### src/rtl/io_dev_pkg.sv
// Shared types and helpers for the I/O device blocks.
package io_dev_pkg;

  // Binary-to-BCD converter control states.
  typedef enum logic [1:0] {
    IDLE,
    SHIFT,
    FINISH
  } b2b_state_t;

  // One packed BCD digit.
  typedef logic [3:0] bcd_digit_t;

  // Largest value representable in n decimal digits (10^n - 1).
  // Valid for n up to 19; beyond that the 64-bit result wraps.
  function automatic logic [63:0] pow10_minus1(input int unsigned n);
    logic [63:0] p;
    p = 64'd1;
    for (int unsigned i = 0; i < n; i++) begin
      p = p * 64'd10;
    end
    return p - 64'd1;
  endfunction

endpackage

### src/rtl/bcd_add3.sv
// Double-dabble nibble correction: add 3 when the digit is 5 or more,
// so the following left shift carries correctly into the next digit.
module bcd_add3
  import io_dev_pkg::*;
(
  input  bcd_digit_t din,
  output bcd_digit_t dout
);

  // Inputs are legal BCD (0..9), so the result never exceeds 12.
  always_comb begin
    dout = din;
    if (din >= 4'd5) begin
      dout = din + 4'd3;
    end
  end

endmodule

### src/rtl/bin2bcd_seq.sv
// Sequential binary-to-BCD converter (shift-and-add-3, one bit per clock).
// Values above 10^N_DIG - 1 saturate to all nines and set ovf.
module bin2bcd_seq
  import io_dev_pkg::*;
#(
  parameter int unsigned IN_W  = 27,
  parameter int unsigned N_DIG = 8
) (
  input  logic              clk,
  input  logic              rst_n,
  input  logic              start,
  input  logic [IN_W-1:0]   bin_in,
  output logic              busy,
  output logic              done,
  output logic              ovf,
  output logic [4*N_DIG-1:0] bcd_out
);

  localparam int unsigned BCD_W = 4 * N_DIG;
  localparam int unsigned SR_W  = BCD_W + IN_W;
  // Comparison width must hold both MAX_VAL and the largest input.
  localparam int unsigned CMP_W = (IN_W > 64) ? IN_W : 64;
  localparam int unsigned CNT_W = (IN_W > 1) ? $clog2(IN_W) : 1;

  localparam logic [CMP_W-1:0] MAX_VAL  = CMP_W'(pow10_minus1(N_DIG));
  localparam logic [CNT_W-1:0] CNT_INIT = CNT_W'(IN_W - 1);

  b2b_state_t       state;
  logic [SR_W-1:0]  sr;
  logic [SR_W-1:0]  sr_adj;
  logic [CNT_W-1:0] cnt;
  logic             ovf_pend;
  bcd_digit_t       adj_dig [N_DIG];

  // One add-3 corrector per BCD digit of the working register.
  for (genvar i = 0; i < N_DIG; i++) begin : g_dig
    bcd_add3 u_add3 (
      .din  (sr[IN_W + 4*i +: 4]),
      .dout (adj_dig[i])
    );
  end

  // Corrected register: BCD digits replaced, binary field untouched.
  always_comb begin
    sr_adj = sr;
    for (int unsigned i = 0; i < N_DIG; i++) begin
      sr_adj[IN_W + 4*i +: 4] = adj_dig[i];
    end
  end

  // Control FSM with registered outputs and working register.
  always_ff @(posedge clk or negedge rst_n) begin
    if (!rst_n) begin
      state    <= IDLE;
      sr       <= '0;
      cnt      <= '0;
      ovf_pend <= 1'b0;
      busy     <= 1'b0;
      done     <= 1'b0;
      ovf      <= 1'b0;
      bcd_out  <= '0;
    end else begin
      done <= 1'b0;
      case (state)
        IDLE: begin
          if (start) begin
            sr       <= SR_W'(bin_in);
            cnt      <= CNT_INIT;
            ovf_pend <= (CMP_W'(bin_in) > MAX_VAL);
            busy     <= 1'b1;
            state    <= SHIFT;
          end
        end
        SHIFT: begin
          sr <= {sr_adj[SR_W-2:0], 1'b0};
          if (cnt == '0) begin
            state <= FINISH;
          end else begin
            cnt <= cnt - 1'b1;
          end
        end
        FINISH: begin
          bcd_out <= ovf_pend ? {N_DIG{4'h9}} : sr[SR_W-1:IN_W];
          ovf     <= ovf_pend;
          done    <= 1'b1;
          busy    <= 1'b0;
          state   <= IDLE;
        end
        default: begin
          state <= IDLE;
          busy  <= 1'b0;
        end
      endcase
    end
  end

endmodule

### config.mk
export PLATFORM = sky130hd
export DESIGN_NAME = bin2bcd_seq
export DESIGN_NICKNAME = d
export VERILOG_FILES = /design/src/rtl/io_dev_pkg.sv /design/src/rtl/bcd_add3.sv /design/src/rtl/bin2bcd_seq.sv
export SDC_FILE = /design/constraint.sdc
export NUM_CORES = 1
export LEC_CHECK = 0
export BUFFER_PORTS_ARGS = -buffer_cell sky130_fd_sc_hd__buf_2
export CAP_MARGIN = 10
export CORE_MARGIN = 4
export CORE_UTILIZATION = 50
export CTS_BUF_LIST = sky130_fd_sc_hd__clkbuf_16
export CTS_CLUSTER_DIAMETER = 200
export DETAILED_ROUTE_END_ITERATION = 10
export PLACE_DENSITY = 0.71
export SLEW_MARGIN = 5
export SYNTH_ARGS = -nofsm -noshare
export SYNTH_HDL_FRONTEND = slang
export SYNTH_SLANG_ARGS = --single-unit
### constraint.sdc
create_clock -name clk -period 2.54 [get_ports clk]
set_clock_uncertainty 0.15 [all_clocks]
set_input_delay 0.254 -clock clk [delete_from_list [all_inputs] [get_ports clk]]
set_output_delay 0.254 -clock clk [all_outputs]
set_load 0.05 [all_outputs]
### After elaboration in Yosys (flattened, before gate mapping)

Cells that the tools add are included.

* multiplexer cells: 20
* multiply operators: 0
* div/mod/pow operators: 0
* reductions and logical operators: 8
* $add $sub $neg: 9
* bitwise logic cells: 1
* $lt $le $gt $ge: 9
* shift operators: 0
* eq/ne operators: 5

Operators by type and width (number)
* one-hot mux 59 bit (2 select lines): 1
* two-way mux 59 bit: 1
* >= comparator 4 x 3 -> 1 bit (second input constant): 8
* two-way mux 32 bit: 1
* adder 4 x 2 -> 4 bit (second input constant): 7
* two-way mux 4 bit: 7
* > comparator 27 bit (second input constant): 1
* two-way mux 5 bit: 2
* one-hot mux 5 bit (2 select lines): 1
* AND reduction 2 bit: 4
* inequality test 2 bit (second input constant): 3
* logical NOT 5 bit: 1
* subtractor 5 x 1 -> 5 bit (second input constant): 1
* two-way mux 2 bit: 2
* one-hot mux 2 bit (2 select lines): 1
* adder 3 x 2 -> 3 bit (second input constant): 1
* two-way mux 3 bit: 1
* AND reduction 3 bit: 1
* equality test 2 x 1 -> 1 bit (second input constant): 1
* equality test 2 bit (second input constant): 1
* logical NOT 2 bit: 1
* two-way mux 1 bit: 2
* one-hot mux 1 bit (2 select lines): 1
* nonzero test 2 bit: 1
* inverter 1 bit: 1

* memories: 0
* output and inout bits: 35
* bits in writable memories: 0
* bits in latches: 0
* input port bits: 30
* bits in read-only memories: 0
* register bits: 102

### Logic depth before layout (Yosys ltp)

* depth after elaboration: 3
* gate-level depth with buffers: 6
* mapped depth without buffers: 6

### Cells and area by module

Synthesis repeated with hierarchy kept, for this count alone.

* cells, all modules: 512
* area total of the unflattened synthesis: 5058.6 µm²

By module, submodules not included
* bin2bcd_seq: area an instance 4247.8 µm², cells each 384, instances 1, sequential area each 2552.4 µm²
* bcd_add3: area an instance 101.3 µm², cells each 16, instances 8, sequential area each 0.0 µm²

### Worst setup path after synthesis

OpenSTA, ideal clock, no wires.

* path kind: register to register
* from: register sr[31]
* to: register sr[33]
* library setup time: 0.083 ns
* period minus slack after synthesis: 1.667 ns
* arrival: 1.435 ns
* slack: 0.873 ns
* cell stages (with the launch flop): 7
* cells stage by stage: dfrtp_1 -> inv_1 -> ha_1 -> nand2b_1 -> a21oi_1 -> mux2_2 -> o21ai_0

* cells in the longest elaborated chain, start to end: 3

RTL lines
* from (decl): RTL line bin2bcd_seq.sv:29 `logic [SR_W-1:0] sr;`
* from (signal assigned): RTL line bin2bcd_seq.sv:67 `sr <= SR_W'(bin_in);`
* from (signal assigned): RTL line bin2bcd_seq.sv:75 `sr <= {sr_adj[SR_W-2:0], 1'b0};`
* adder 4 x 2 -> 4 bit or >= comparator 4 x 3 -> 1 bit (tied branches): RTL line bcd_add3.sv:14, bcd_add3.sv:13
* two-way mux 4 bit *: RTL line bcd_add3.sv:13 `if (din >= 4'd5) begin`
* one-hot mux 59 bit (2 select lines) *: RTL line bin2bcd_seq.sv:64 `case (state)`

Every way passes the cells marked *; elsewhere a longest branch is shown, timed or not.
A chain may end at the register's enable or synchronous reset.

### Worst setup path after layout

* from: register sr[28]
* to: register sr[29]

The elaborated chain is that of the path after synthesis.

==> impl_table.tex <==
\begin{tabular}{lr}
\hline
Metric & Value \\
\hline
\multicolumn{2}{l}{\textbf{Outcome}} \\
\quad Run status & complete, no violations \\
\multicolumn{2}{l}{\textbf{STA}} \\
\quad Time the final worst path needs with I/O delays and setup & 1910 ps \\
\quad Hold Violations, Final & 0 \\
\quad Normalized max-slew margin & 64.7\% \\
\quad Tightest Pin Transition & 530 ps \\
\quad Slew Limit Fails & 0 \\
\quad Final-report setup violation count & 0 \\
\quad Sum Neg Setup Slack & 0 ps \\
\quad Unrepaired setup endpoints after global routing & false \\
\quad Maximum achievable frequency & 524 MHz \\
\quad Portion of the clock cycle consumed by the worst path in the final layout & between 70\% and 80\% \\
\multicolumn{2}{l}{\textbf{Floorplan}} \\
\quad Core Area & 9240 um2 \\
\quad Total number of placement rows & 35 \\
\quad Die Outline Area & 11200 um2 \\
\quad Die boundary height & 106 um \\
\quad Initial cell density of the core & about half \\
\quad Die width & approximately 110 um \\
\quad Number of ports placed on the die boundary & 65 \\
\multicolumn{2}{l}{\textbf{Global route}} \\
\quad Grt met2 use & 29.2\% \\
\quad Maximum number of pins on one net before global-route repair & 53 \\
\quad Met1 track demand over resource & a little over a quarter \\
\quad Total global routing track utilization & roughly a fifth \\
\quad Number of global-route vias before repair & 3575 \\
\quad Grt total ovfl & 0 \\
\quad Initial antenna violation count & 0 \\
\quad Met3 usage in global routing & 3.67\% \\
\quad Global-route wire length before repair & between 15 and 20 mm \\
\quad Peak-usage layer in the global routing report & met2 \\
\multicolumn{2}{l}{\textbf{Clock network}} \\
\quad Clock-pin slew on the worst setup and hold paths & 70 ps \\
\quad Number of sinks driven by the clock tree & 102 \\
\quad Clock buffers created by TritonCTS & 9 \\
\quad CTS tree & yes \\
\quad Post-CTS Setup Bufs & 0 \\
\quad Root Buffer Master & sky130\_fd\_sc\_hd\_\_clkbuf\_16 \\
\quad Number of levels the H-tree was split into & 3 \\
\quad Bufs on Longest Clock Path & 2 \\
\quad Clock latency on the worst-skew pair & 350 ps \\
\multicolumn{2}{l}{\textbf{Synthesis}} \\
\quad Syn nets & 542 \\
\quad Number of synthesized flops with an enable pin & 0 \\
\quad Total of warnings raised by yosys & 0 \\
\quad Prevailing post-synth register cell & sky130\_fd\_sc\_hd\_\_dfrtp\_1 \\
\quad Fraction of the yosys area taken by sequential cells & 53.5\% \\
\quad Fraction of registers with async set/reset & 100\% \\
\quad Post-synthesis instance area & 4770 um2 \\
\quad Post-synth cell types & 34 \\
\quad Synthesized netlist cell count & 495 \\
\quad Mapped Avg Cell Area & 9.63 um2 \\
\quad Flops \& latches, synth & 102 \\
\multicolumn{2}{l}{\textbf{Placement}} \\
\quad Gpl congestion & about 0.78 \\
\quad Buffers on Ports & 64 \\
\quad Half-perimeter wire length after detailed placement & 6.78 mm \\
\quad Placement Cell Area & 5250 um2 \\
\multicolumn{2}{l}{\textbf{Finish}} \\
\quad Final core occ & 60.9\% \\
\quad Final \#Nets & 602 \\
\quad Number of diodes added for antenna fixing & 0 \\
\quad Layout area overhead & 18.0\% \\
\quad Fraction of final layout cells sized beyond drive strength 1 & 18.6\% \\
\quad Final cell area excluding filler cells & 5620 um2 \\
\multicolumn{2}{l}{\textbf{Routing}} \\
\quad Via density per instance & $\sim$5.3 \\
\quad Vias after detailed routing & 3681 \\
\quad Number of nets with antenna violations after routing & 0 \\
\quad Total wire length & 9.87 mm \\
\quad Detailed Routing Iterations Pass 1 & 5 \\
\quad Count of unresolved DRC violations after routing & 0 \\
\quad Iteration-0 DRC count of the detailed router & 162 \\
\quad Routed length per placed instance & 14.3 um \\
\multicolumn{2}{l}{\textbf{Critical path}} \\
\quad Highest fanout seen on the critical path & 5 \\
\quad Setup CP Type & flip-flop to flip-flop \\
\quad CP Data Required Time & 2650 ps \\
\quad Crit path DAT & 2020 ps \\
\quad Endpoint class of the critical path & flip-flop \\
\quad Crit path launch type & flip-flop \\
\multicolumn{2}{l}{\textbf{Pwr}} \\
\quad Largest voltage drop on the vdd net & $\sim$0.54 mV \\
\quad Ratio of total power to cell area & 1420 nW/um2 \\
\quad Leakage dissipation & around 2.7 nW \\
\quad Total Power Consumption & 8.01 mW \\
\multicolumn{2}{l}{\textbf{Hold path}} \\
\quad Path category of the worst min-delay check & primary input to flip-flop \\
\multicolumn{2}{l}{\textbf{Job}} \\
\quad Max Cap Viol & 0 \\
\hline
\end{tabular}
[cell usage after synthesis (10+ instances only)]
| cell type | instances | share of area, % |
|---|---|---|
| sky130_fd_sc_hd__o31ai_1 | 16 | 2.5 |
| sky130_fd_sc_hd__ha_1 | 17 | 4.5 |
| sky130_fd_sc_hd__inv_1 | 20 | 1.6 |
| sky130_fd_sc_hd__dfrtp_1 | 102 | 54 |
| sky130_fd_sc_hd__nand2_1 | 97 | 7.6 |
| sky130_fd_sc_hd__nand2b_1 | 18 | 2.4 |
| sky130_fd_sc_hd__buf_2 | 17 | 1.8 |
| sky130_fd_sc_hd__clkbuf_1 | 10 | 0.79 |
| sky130_fd_sc_hd__nor2_1 | 49 | 3.9 |
| sky130_fd_sc_hd__a31oi_1 | 26 | 3.4 |
| sky130_fd_sc_hd__a21oi_1 | 13 | 1.4 |
| sky130_fd_sc_hd__o21ai_0 | 41 | 4.3 |
[per-layer routing]
layer	up-vias	share of wire (%)	wire length, um
li1	1824	-	-
met1	1734	47	4610
met2	112	45	4480
met3	11	6.5	642
met4	0	1.5	144
met5	-	0	0
[metrics by stage]
stage,worst slack [ps],cells,hold slack (ps)
finish,631,689,3.26
global route,448,689,5.97
CTS,632,689,1.74
detailed placement,688,669,1.07
global placement,733,669,1.83
floorplan,873,495,-192
[power by group]
group / switching, mW / internal, mW
Sequential: 0.487 / 2.32
Combinational: 2.28 / 1.41
Clock: 0.637 / 0.879
[state kept, by name, indices dropped and copies added, names as in the netlist]
| name | cells |
|---|---|
| cnt | 5 |
| bcd_out | 32 |
| sr | 59 |
| done | 1 |
| busy | 1 |
| state | 2 |
| ovf_pend | 1 |
| ovf | 1 |
[kinds of logic after synthesis]
| family | Yosys count | synth area share (%) |
|---|---|---|
| simple gates | 177 | 15.7 |
| fa+ha+maj | 17 | 4.46 |
| mux | 10 | 2.31 |
| xor+xnor | 15 | 2.76 |
| buf+inv | 49 | 4.46 |
| flops | 102 | 53.5 |
| compound gates | 125 | 16.7 |
[critical path, stage by stage, from the launching register on]
cell                       delay [ps]
sky130_fd_sc_hd__dfrtp_1          370
sky130_fd_sc_hd__inv_1            150
sky130_fd_sc_hd__ha_1             220
sky130_fd_sc_hd__nand2b_1          60
sky130_fd_sc_hd__a21oi_1          320
sky130_fd_sc_hd__mux2_2           380
sky130_fd_sc_hd__o21ai_0          160
[timing repair]
action	CTS	global route
endpoints found under the setup margin	0	0
endpoints found under the hold margin	71	0
hold buffers	4	0
gates resized for setup	0	0
[final cells by class]
class	count	area, um2
inverter	20	75.1
timing repair buffer	78	488
clock inverter	7	105
tap	129	161
fill	796	3620
sequential	102	2550
multi-input combinational	344	2020
clock buffer	9	225
[cells in the final DEF (no fill, tap or decap), types with 4 or more instances in the layout]
cell type                       count
sky130_fd_sc_hd__buf_4              7
sky130_fd_sc_hd__xor2_1             7
sky130_fd_sc_hd__o32ai_1            7
sky130_fd_sc_hd__o21ai_0           41
sky130_fd_sc_hd__a32o_1             8
sky130_fd_sc_hd__dlygate4sd3_1      4
sky130_fd_sc_hd__nand3_1            4
sky130_fd_sc_hd__clkbuf_16          9
sky130_fd_sc_hd__inv_1             20
sky130_fd_sc_hd__buf_2             63
sky130_fd_sc_hd__nand2_1           97
sky130_fd_sc_hd__a21oi_1           13
sky130_fd_sc_hd__nor2_1            48
sky130_fd_sc_hd__buf_12             4
sky130_fd_sc_hd__o22ai_1            8
sky130_fd_sc_hd__a31oi_1           26
sky130_fd_sc_hd__mux2_2             8
sky130_fd_sc_hd__dfrtp_1          102
sky130_fd_sc_hd__ha_1              17
sky130_fd_sc_hd__o31ai_1           16
sky130_fd_sc_hd__nand2b_1          16
sky130_fd_sc_hd__xnor2_1            8
[final timing paths]
| kind | cells after the start | end | start | slack, ps |
|---|---|---|---|---|
| worst max-delay path | 6 | sr[29]$_DFFE_PN0P_ | sr[28]$_DFFE_PN0P_ | 630 |
| worst min-delay path | 3 | sr[4]$_DFFE_PN0P_ | bin_in[4] | 3 |
| worst max register to register | 6 | sr[29]$_DFFE_PN0P_ | sr[28]$_DFFE_PN0P_ | 630 |
| worst min register to register | 2 | bcd_out[25]$_DFFE_PN0P_ | bcd_out[25]$_DFFE_PN0P_ | 320 |
| max in group asynchronous | 3 | cnt[4]$_DFFE_PN0P_ | rst_n | 1350 |
| min in group asynchronous | 2 | bcd_out[22]$_DFFE_PN0P_ | rst_n | 170 |
Power figures use the tool's default switching activity.
